## src/rtl/cpu_loader_pkg.sv

```systemverilog
// Shared encodings for the cpu image loader: write targets, RUN command, FSM states.
package cpu_loader_pkg;

    localparam logic [1:0] TGT_IMEM = 2'd0;
    localparam logic [1:0] TGT_DMEM = 2'd1;
    localparam logic [1:0] TGT_RF   = 2'd2;

    localparam logic [7:0] CMD_RUN  = 8'hFF;

    typedef enum logic [2:0] {
        HDR  = 3'd0,
        AH   = 3'd1,
        AL   = 3'd2,
        CH   = 3'd3,
        CL   = 3'd4,
        DATA = 3'd5,
        RUN  = 3'd6,
        ERR  = 3'd7
    } state_t;

    // States in which the loader takes bytes from the host link
    function automatic logic accepts_bytes(input state_t s);
        return (s != RUN) && (s != ERR);
    endfunction

endpackage

```

## src/rtl/cpu_image_loader_if.sv

```systemverilog
// Host byte stream in, cpu memory write bus out.
interface cpu_image_loader_if #(
    parameter int ADDR_W = 10
);
    logic [7:0]        in_data;
    logic              in_valid;
    logic              in_ready;
    logic              mem_we;
    logic [1:0]        mem_sel;
    logic [ADDR_W-1:0] mem_addr;
    logic [31:0]       mem_wdata;

    // Environment side: drives the byte link, observes memory writes
    modport master (
        output in_data, in_valid,
        input  in_ready, mem_we, mem_sel, mem_addr, mem_wdata
    );

    // Loader side
    modport slave (
        input  in_data, in_valid,
        output in_ready, mem_we, mem_sel, mem_addr, mem_wdata
    );
endinterface

```

## src/rtl/loader_word_asm.sv

```systemverilog
// Assembles four accepted bytes (MSB first) into a 32-bit word.
// word_ready is combinational and coincides with the 4th byte's handshake,
// so the owner can register the write on that same edge.
module loader_word_asm (
    input  logic        clk,
    input  logic        rst_n,
    input  logic        clr,
    input  logic        byte_vld,
    input  logic [7:0]  byte_in,
    output logic [31:0] word,
    output logic        word_ready
);
    logic [1:0]  idx;
    logic [23:0] shreg;

    assign word       = {shreg, byte_in};
    assign word_ready = byte_vld && (idx == 2'd3);

    // Byte index and the three leading bytes of the word in flight
    always_ff @(posedge clk or negedge rst_n) begin
        if (!rst_n) begin
            idx   <= 2'd0;
            shreg <= 24'd0;
        end else if (clr) begin
            idx   <= 2'd0;
        end else if (byte_vld) begin
            shreg <= {shreg[15:0], byte_in};
            idx   <= idx + 2'd1;
        end
    end
endmodule

```

## src/rtl/cpu_image_loader.sv

```systemverilog
// Frame parser that loads IMEM/DMEM/RF from a host byte stream and holds the
// cpu stalled until a RUN command. Frame: TGT, addr(16b BE), cnt(16b BE), cnt words.
module cpu_image_loader
    import cpu_loader_pkg::*;
#(
    parameter int IMEM_DEPTH = 1024,
    parameter int DMEM_DEPTH = 1024,
    parameter int RF_DEPTH   = 32,
    parameter int ADDR_W     = 10
) (
    input  logic                clk,
    input  logic                rst_n,
    cpu_image_loader_if.slave   bus,
    output logic                cpu_hold,
    output logic                done,
    output logic                error
);
    state_t      state, state_nxt;
    logic [1:0]  tgt;
    logic [15:0] addr;
    logic [15:0] cnt;
    logic        acc;
    logic [15:0] cnt_full;
    logic [16:0] span;
    logic [16:0] depth;
    logic [31:0] word;
    logic        word_ready;

    assign acc      = bus.in_valid && bus.in_ready;
    // Full count is only meaningful while the cnt_lo byte is on the link
    assign cnt_full = {cnt[15:8], bus.in_data};
    // 17-bit sum so addr near 0xFFFF cannot wrap into an apparently legal range
    assign span     = {1'b0, addr} + {1'b0, cnt_full};

    loader_word_asm u_asm (
        .clk        (clk),
        .rst_n      (rst_n),
        .clr        (state != DATA),
        .byte_vld   (acc && (state == DATA)),
        .byte_in    (bus.in_data),
        .word       (word),
        .word_ready (word_ready)
    );

    // Depth of the currently latched target
    always_comb begin
        depth = 17'(RF_DEPTH);
        case (tgt)
            TGT_IMEM: depth = 17'(IMEM_DEPTH);
            TGT_DMEM: depth = 17'(DMEM_DEPTH);
            default:  depth = 17'(RF_DEPTH);
        endcase
    end

    // Frame FSM next state; RUN and ERR never see a handshake
    always_comb begin
        state_nxt = state;
        if (acc) begin
            case (state)
                HDR: begin
                    if (bus.in_data <= 8'h02)        state_nxt = AH;
                    else if (bus.in_data == CMD_RUN) state_nxt = RUN;
                    else                             state_nxt = ERR;
                end
                AH:  state_nxt = AL;
                AL:  state_nxt = CH;
                CH:  state_nxt = CL;
                CL: begin
                    if (span > depth)          state_nxt = ERR;
                    else if (cnt_full == 16'd0) state_nxt = HDR;
                    else                        state_nxt = DATA;
                end
                DATA: begin
                    if (word_ready && cnt == 16'd1) state_nxt = HDR;
                end
                default: ;
            endcase
        end
    end

    // State, header fields and the running address/count
    always_ff @(posedge clk or negedge rst_n) begin
        if (!rst_n) begin
            state <= HDR;
            tgt   <= TGT_IMEM;
            addr  <= 16'd0;
            cnt   <= 16'd0;
        end else begin
            state <= state_nxt;
            if (acc) begin
                case (state)
                    HDR:  if (bus.in_data <= 8'h02) tgt <= bus.in_data[1:0];
                    AH:   addr[15:8] <= bus.in_data;
                    AL:   addr[7:0]  <= bus.in_data;
                    CH:   cnt[15:8]  <= bus.in_data;
                    CL:   cnt[7:0]   <= bus.in_data;
                    DATA: if (word_ready) begin
                        addr <= addr + 16'd1;
                        cnt  <= cnt - 16'd1;
                    end
                    default: ;
                endcase
            end
        end
    end

    // Registered outputs; status follows the state being entered
    always_ff @(posedge clk or negedge rst_n) begin
        if (!rst_n) begin
            bus.in_ready  <= 1'b0;
            bus.mem_we    <= 1'b0;
            bus.mem_sel   <= 2'd0;
            bus.mem_addr  <= '0;
            bus.mem_wdata <= 32'd0;
            cpu_hold      <= 1'b1;
            done          <= 1'b0;
            error         <= 1'b0;
        end else begin
            bus.in_ready <= accepts_bytes(state_nxt);
            cpu_hold     <= (state_nxt != RUN);
            done         <= (state_nxt == RUN);
            error        <= (state_nxt == ERR);
            bus.mem_we   <= 1'b0;
            if (acc && state == DATA && word_ready) begin
                bus.mem_we    <= 1'b1;
                bus.mem_sel   <= tgt;
                bus.mem_addr  <= addr[ADDR_W-1:0];
                bus.mem_wdata <= word;
            end
        end
    end
endmodule

```

## src/flat_wrapper.sv

```systemverilog
// flat-port wrapper written by rule: the top's interface ports become plain ports
module cpu_image_loader_flat import cpu_loader_pkg::*;
#(
    parameter int IMEM_DEPTH = 1024,
    parameter int DMEM_DEPTH = 1024,
    parameter int RF_DEPTH   = 32,
    parameter int ADDR_W     = 10
)
  (clk, rst_n, cpu_hold, done, error, bus_in_data, bus_in_valid, bus_in_ready, bus_mem_we, bus_mem_sel, bus_mem_addr, bus_mem_wdata);
  cpu_image_loader_if #(.ADDR_W(ADDR_W)) bus_i ();
  input  logic clk;
  input  logic rst_n;
  output logic cpu_hold;
  output logic done;
  output logic error;
  input wire logic [$bits(bus_i.in_data)-1:0] bus_in_data;
  input wire logic [$bits(bus_i.in_valid)-1:0] bus_in_valid;
  output wire logic [$bits(bus_i.in_ready)-1:0] bus_in_ready;
  output wire logic [$bits(bus_i.mem_we)-1:0] bus_mem_we;
  output wire logic [$bits(bus_i.mem_sel)-1:0] bus_mem_sel;
  output wire logic [$bits(bus_i.mem_addr)-1:0] bus_mem_addr;
  output wire logic [$bits(bus_i.mem_wdata)-1:0] bus_mem_wdata;
  assign bus_i.in_data = bus_in_data;
  assign bus_i.in_valid = bus_in_valid;
  assign bus_in_ready = bus_i.in_ready;
  assign bus_mem_we = bus_i.mem_we;
  assign bus_mem_sel = bus_i.mem_sel;
  assign bus_mem_addr = bus_i.mem_addr;
  assign bus_mem_wdata = bus_i.mem_wdata;
  cpu_image_loader #(.IMEM_DEPTH(IMEM_DEPTH), .DMEM_DEPTH(DMEM_DEPTH), .RF_DEPTH(RF_DEPTH), .ADDR_W(ADDR_W)) u_core (.clk(clk), .rst_n(rst_n), .bus(bus_i), .cpu_hold(cpu_hold), .done(done), .error(error));
endmodule
```

## config.mk

```make
export PLATFORM = sky130hd
export DESIGN_NAME = cpu_image_loader_flat
export DESIGN_NICKNAME = d
export VERILOG_FILES = /design/src/rtl/cpu_loader_pkg.sv /design/src/rtl/cpu_image_loader_if.sv /design/src/rtl/loader_word_asm.sv /design/src/rtl/cpu_image_loader.sv /design/src/flat_wrapper.sv
export SDC_FILE = /design/constraint.sdc
export NUM_CORES = 1
export LEC_CHECK = 0
export BUFFER_PORTS_ARGS = -buffer_cell sky130_fd_sc_hd__buf_2
export CAP_MARGIN = 20
export CORE_UTILIZATION = 54
export DETAILED_ROUTE_END_ITERATION = 7
export PLACE_DENSITY = 0.84
export SLEW_MARGIN = 20
export SYNTH_ARGS = -nofsm -noshare
export SYNTH_HDL_FRONTEND = slang
export SYNTH_SLANG_ARGS = --single-unit
```

## constraint.sdc

```tcl
create_clock -name clk -period 3.55 [get_ports clk]
set_clock_uncertainty 0.2 [all_clocks]
set_input_delay 0.355 -clock clk [delete_from_list [all_inputs] [get_ports clk]]
set_output_delay 0.355 -clock clk [all_outputs]
set_load 0.01 [all_outputs]
```

* Yosys cells after proc, flatten, opt, wreduce, memory -nomap -nowiden
Index checks and enable logic that the tools add are counted.
** Cells by class
- Add/sub/neg operators :: 4
- $lt $le $gt $ge :: 2
- Eq/ne operators :: 15
- Multiplexer cells :: 17
- Bitwise logic cells :: 1
- Reduce and logical (&&, ||, !) cells :: 21
** Operators with widths (count)
- $pmux 8 s2 :: 4
- $mux 16 :: 2
- $pmux 3 s6 :: 1
- $add 16x16->17 :: 1
- $gt 17x11->1 :: 1
- $add 16x1->16 const B :: 1
- $eq 16x1->1 const B :: 1
- $logic_not 16->1 :: 1
- $sub 16x1->16 const B :: 1
- $mux 3 :: 5
- $reduce_and 3->1 :: 5
- $eq 3x3->1 const B :: 4
- $mux 11 :: 1
- $reduce_bool 2->1 :: 5
- $ne 3x3->1 const B :: 3
- $eq 8x8->1 const B :: 1
- $le 8x2->1 const B :: 1
- $eq 3x2->1 const B :: 2
- $logic_and 1x1->1 :: 6
- $mux 2 :: 2
- $eq 3x1->1 const B :: 1
- $logic_not 3->1 :: 1
- $add 2x1->2 const B :: 1
- $eq 2x1->1 const B :: 1
- 7 further kinds :: 8
** Storage, ports and cells
- Register bits :: 112
- Input port bits :: 11
- Output and inout port bits :: 49
- Word-level logic and storage cells :: 76

* Depth between registers and ports, before layout
- Word-level depth :: 9
- Mapped depth :: 19
- Mapped depth without buffers :: 19

* Cells and area by module
Synthesis repeated with hierarchy kept, for this count alone.
** Second synthesis, totals
- Cells, all modules :: 629
- Area, all modules :: 6466.2 um^2
** By module, submodules not included
- cpu_image_loader :: times used 1, cells an instance 561, area each 5298.8 um^2, seq. area each 2153.3 um^2
- loader_word_asm :: times used 1, cells an instance 68, area each 1167.4 um^2, seq. area each 650.6 um^2

* Worst setup path after synthesis
OpenSTA, ideal clock, no wires.
- Kind :: reg-to-reg
- Start :: register u_core.addr[0]
- End :: register u_core.state[1]
- Library setup time :: 0.136 ns
- Arrival time :: 3.398 ns
- Data required time :: 3.214 ns
- Setup slack :: -0.183 ns
- Cell stages (with the launch flop) :: 20
- Buffers on the path :: 0
- Period minus slack after synthesis :: 3.733 ns
- Cell sequence :: dfrtp_1 > ha_1 > fa_1 > a21oi_1 > o22a_1 > nor2b_1 > o21a_1 > o21ai_0 > nand2b_1 > a21oi_1 > xnor2_1 > ha_1 > inv_1 > a211oi_1 > nand2_1 > a21oi_1 > nand4_1 > nand4b_4 > o31ai_1 > a22oi_1
** Between the ends
- Word-level cells in the longest chain between the ends :: 5
** Ends and longest elaborated chain
- start: declaration :: line cpu_image_loader.sv:20 : logic [15:0] addr;
- start signal: assignment :: line cpu_image_loader.sv:94 : AL: addr[7:0] <= bus.in_data;
- start signal: assignment :: line cpu_image_loader.sv:98 : addr <= addr + 16'd1;
- $add 16x16->17 :: line cpu_image_loader.sv:33 : assign span = {1'b0, addr} + {1'b0, cnt_full};
- $gt 17x11->1 :: line cpu_image_loader.sv:69 : if (span > depth) state_nxt = ERR;
- $mux 3 :: line cpu_image_loader.sv:69
- $pmux 3 s6 :: line cpu_image_loader.sv:59 : case (state)
- $mux 3 :: line cpu_image_loader.sv:58 : if (acc) begin
- via u_core.state_nxt[1] :: line cpu_image_loader.sv:18 : state_t state, state_nxt;
- end signal: assignment :: line cpu_image_loader.sv:89 : state <= state_nxt;
- end: declaration :: line cpu_image_loader.sv:18
The timed path passes the listed nets, and every way through them passes these cells.
A chain may end at the register's enable or synchronous reset.

* Worst setup path after layout
Same ends and word-level chain as after synthesis.

==> metrics.txt <==
detailed placer's ending HPWL=11300 um; PortBufs=59; ANT nets after route=0; Slew @ Worst Pin=0.659 ns; most common cell in the netlist=dfrtp_1; die footprint=11700 um2; max incr delay on CP=0.41 ns; Overflow after GRT=0; WP data required=3.57 ns; share of the synthesized area in the top cell type=0.456; Final Slew Violations=0; initial drt markers=430; ANT cells=0; Critical-path top delay cell=dfrtp_1; design area=7050 um2; top cells by area, synth=dfrtp_1 (46%), mux2_2 (13%), ha_1 (4.5%); Worst path depth=19; relative slew slack=0.561; Max FO, Critical Path=3; GPL Wtd Cong=0.927; R2R depth=19; clock buffer count from CTS=9; Pwr Density=918 nW/um2; Synth area leader=dfrtp_1; RSZ-0062 raised after global routing=true; Chip Height=108 um; most frequent cells after synthesis=dfrtp_1 (111), mux2_2 (69), nand2_1 (57); crit path time final=3.59 ns; TritonCTS Sinks=112; WP buf/inv=1; number of global-route vias before repair=5103; worst-path cell chain=ha_4 -> fa_2 -> a21oi_2 -> o22a_1 -> nor2b_1 -> o21a_1 -> o21ai_1 -> nand2b_1 -> a21oi_2 -> xnor2_1 -> ha_2 -> inv_2 -> a211oi_2 -> nand2_1 -> a21oi_2 -> nand4_1 -> nand4b_4 -> o31ai_2 -> a22oi_1; Distinct cells, synth=65; worst reg2reg startpoint=u_core.addr[0]; peak supply drop=0.474 mV; Yosys Warn Count=0; Max Root-Sink Buffers=2; CP startpoint kind=flop; period utilisation layout=1.01; Routed WL=16000 um; Total GRT Usage=0.286; CP Launch Point=u_core.addr[0]; CORE AREA=10900 um2; FMAX=279 MHz; share of cells above drive strength 1=0.295; fin util=0.645; Initial Util=0.557; width of the chip=108 um; Post-Place Cell Area=6700 um2; # DRC=0; worst reg-to-reg setup slack=-0.04 ns; outcome=finished with violations; mapped cell area=6090 um2; Syn Inst Count=600; final worst slack=-0.0364 ns; WL per Instance=19.5 um; clk slew on worst S/H paths=0.08 ns; Post-synth ARST share=1.00; Area growth syn-to-layout=15.7%; Critical Path Sink Type=flop; first-pass GRT wire length=25700 um; Seq cells post-synth=112; 1st-pass router iterations=5; register area share after synthesis=0.460; violated checks=setup timing; crit path to=u_core.state[1]; Top cell by count, worst path=a21oi_2; CTS tree=yes; CTS root buf=clkbuf_16; R2R Path End=u_core.state[1]; setup violators final=1; Final Hold Viols=0; num ports=60; Via density=6.35; initial antenna violation count=0; LEAKAGE=3.39 nW; critical path class=reg -> reg; cell family with most CP delay=compound AO/OA/AOI/OAI gates; cell row count=38; syn_area_per_cell=10.2 um2; Syn Nets=634; nets@finish=708; largest net degree at the start of global routing=64; worst min-delay path class=in -> reg; EDFF count, synth=0; Synth Flop Type=dfrtp_1; # H-tree levels=3; clk_lat worst skew=0.35 ns; Arr. time, crit path=3.60 ns; DR vias=5202; Max Cap Violations=0
[cell usage in the layout (no fill, tap or decap), types with 8 or more instances in the layout]
| cell | instances |
|---|---|
| nand3_1 | 16 |
| nor3_1 | 9 |
| buf_2 | 58 |
| o22ai_1 | 9 |
| nand2_1 | 56 |
| o21ai_0 | 48 |
| dfrtp_1 | 111 |
| and3_1 | 8 |
| ha_1 | 20 |
| mux2_2 | 69 |
| clkbuf_16 | 9 |
| buf_4 | 33 |
| inv_1 | 20 |
| nor2_1 | 30 |
| a21oi_1 | 50 |
[where the power goes]
group / switching [mW] / total [mW] / internal (mW)
Combinational: 1.90 / 3.33 / 1.43
Clock: 0.518 / 1.02 / 0.507
Sequential: 0.416 / 2.12 / 1.70
[kinds of logic after synthesis]
logic type	Yosys count	share of synthesized area
buffers and inverters	51	0.0347
multiplexers	73	0.134
AND/OR/NAND/NOR	160	0.133
adder cells (fa/ha/maj)	23	0.0485
AO/OA/AOI/OAI	175	0.181
XOR/XNOR	6	0.00862
flip-flops	112	0.460
[metal layers]
metal  GRT usage  part of all wire  wire length (um)
met5           0                 0                 0
met1       0.351              0.40              6370
met4       0.123             0.036               580
met2       0.486              0.50              8040
met3      0.0591             0.063              1000
[repair_timing]
action,CTS,global route
resized for setup,3,3
buffers inserted,1,1
pin swaps,6,2
cloned,0,0
hold endpoints to repair,48,0
endpoints found under the setup margin,4,5
hold buffers,1,0
[sequential cells by signal (all words and copies together), names as in the netlist]
name and count:
u_core.bus.mem_wdata 32, u_core.u_asm.shreg 24, u_core.addr 16, u_core.cnt 16, u_core.bus.mem_addr 10, u_core.state 3, u_core.bus.mem_sel 2, u_core.tgt 2
u_core.u_asm.idx 2, u_core.bus.in_ready 1, u_core.bus.mem_we 1, u_core.cpu_hold 1, u_core.done 1, u_core.error 1
[how the worst min path moves through the flow]
| stage | start | endpoint | cells past startpoint |
|---|---|---|---|
| finish | bus_in_data[3] | u_core.u_asm.shreg[3] | 3 |
| global route | bus_in_data[3] | u_core.u_asm.shreg[3] | 3 |
| CTS | bus_in_data[3] | u_core.u_asm.shreg[3] | 3 |
| detailed placement | rst_n | u_core.state[0] | 1 |
| global placement | rst_n | u_core.done | 1 |
| floorplan | rst_n | u_core.addr[0] | 0 |
[final cells by class]
| class | count | area [um2] |
|---|---|---|
| clock buffer | 9 | 225 |
| inverter | 21 | 78.8 |
| timing repair buffer | 93 | 568 |
| sequential | 112 | 2800 |
| tap | 140 | 175 |
| multi-input combinational | 437 | 3130 |
| fill | 852 | 3880 |
| clock inverter | 7 | 76.3 |
[through the flow]
step,worst slack (ns),power (mW),hold slack [ns],std cells,setup TNS (ns)
2_1_floorplan,-0.0282,4.38,-0.141,600,-0.0282
3_3_place_gp,-0.104,5.15,0.220,800,-0.142
3_5_place_dp,-0.192,5.31,0.225,800,-0.467
4_1_cts,-0.0195,6.40,0.247,818,-0.0195
5_1_grt,-0.233,6.92,0.241,819,-0.989
6_report,-0.0364,6.48,0.262,819,-0.0364
[worst reg2reg max path, stage by stage (launching register included)]
cell and delay [ns]:
dfrtp_1 0.41, ha_4 0.18, fa_2 0.35, a21oi_2 0.15, o22a_1 0.16, nor2b_1 0.06
o21a_1 0.16, o21ai_1 0.11, nand2b_1 0.08, a21oi_2 0.13, xnor2_1 0.09, ha_2 0.33
inv_2 0.05, a211oi_2 0.17, nand2_1 0.09, a21oi_2 0.11, nand4_1 0.09, nand4b_4 0.23
o31ai_2 0.22, a22oi_1 0.10
Note: power is estimated with default switching activity, not from simulation.
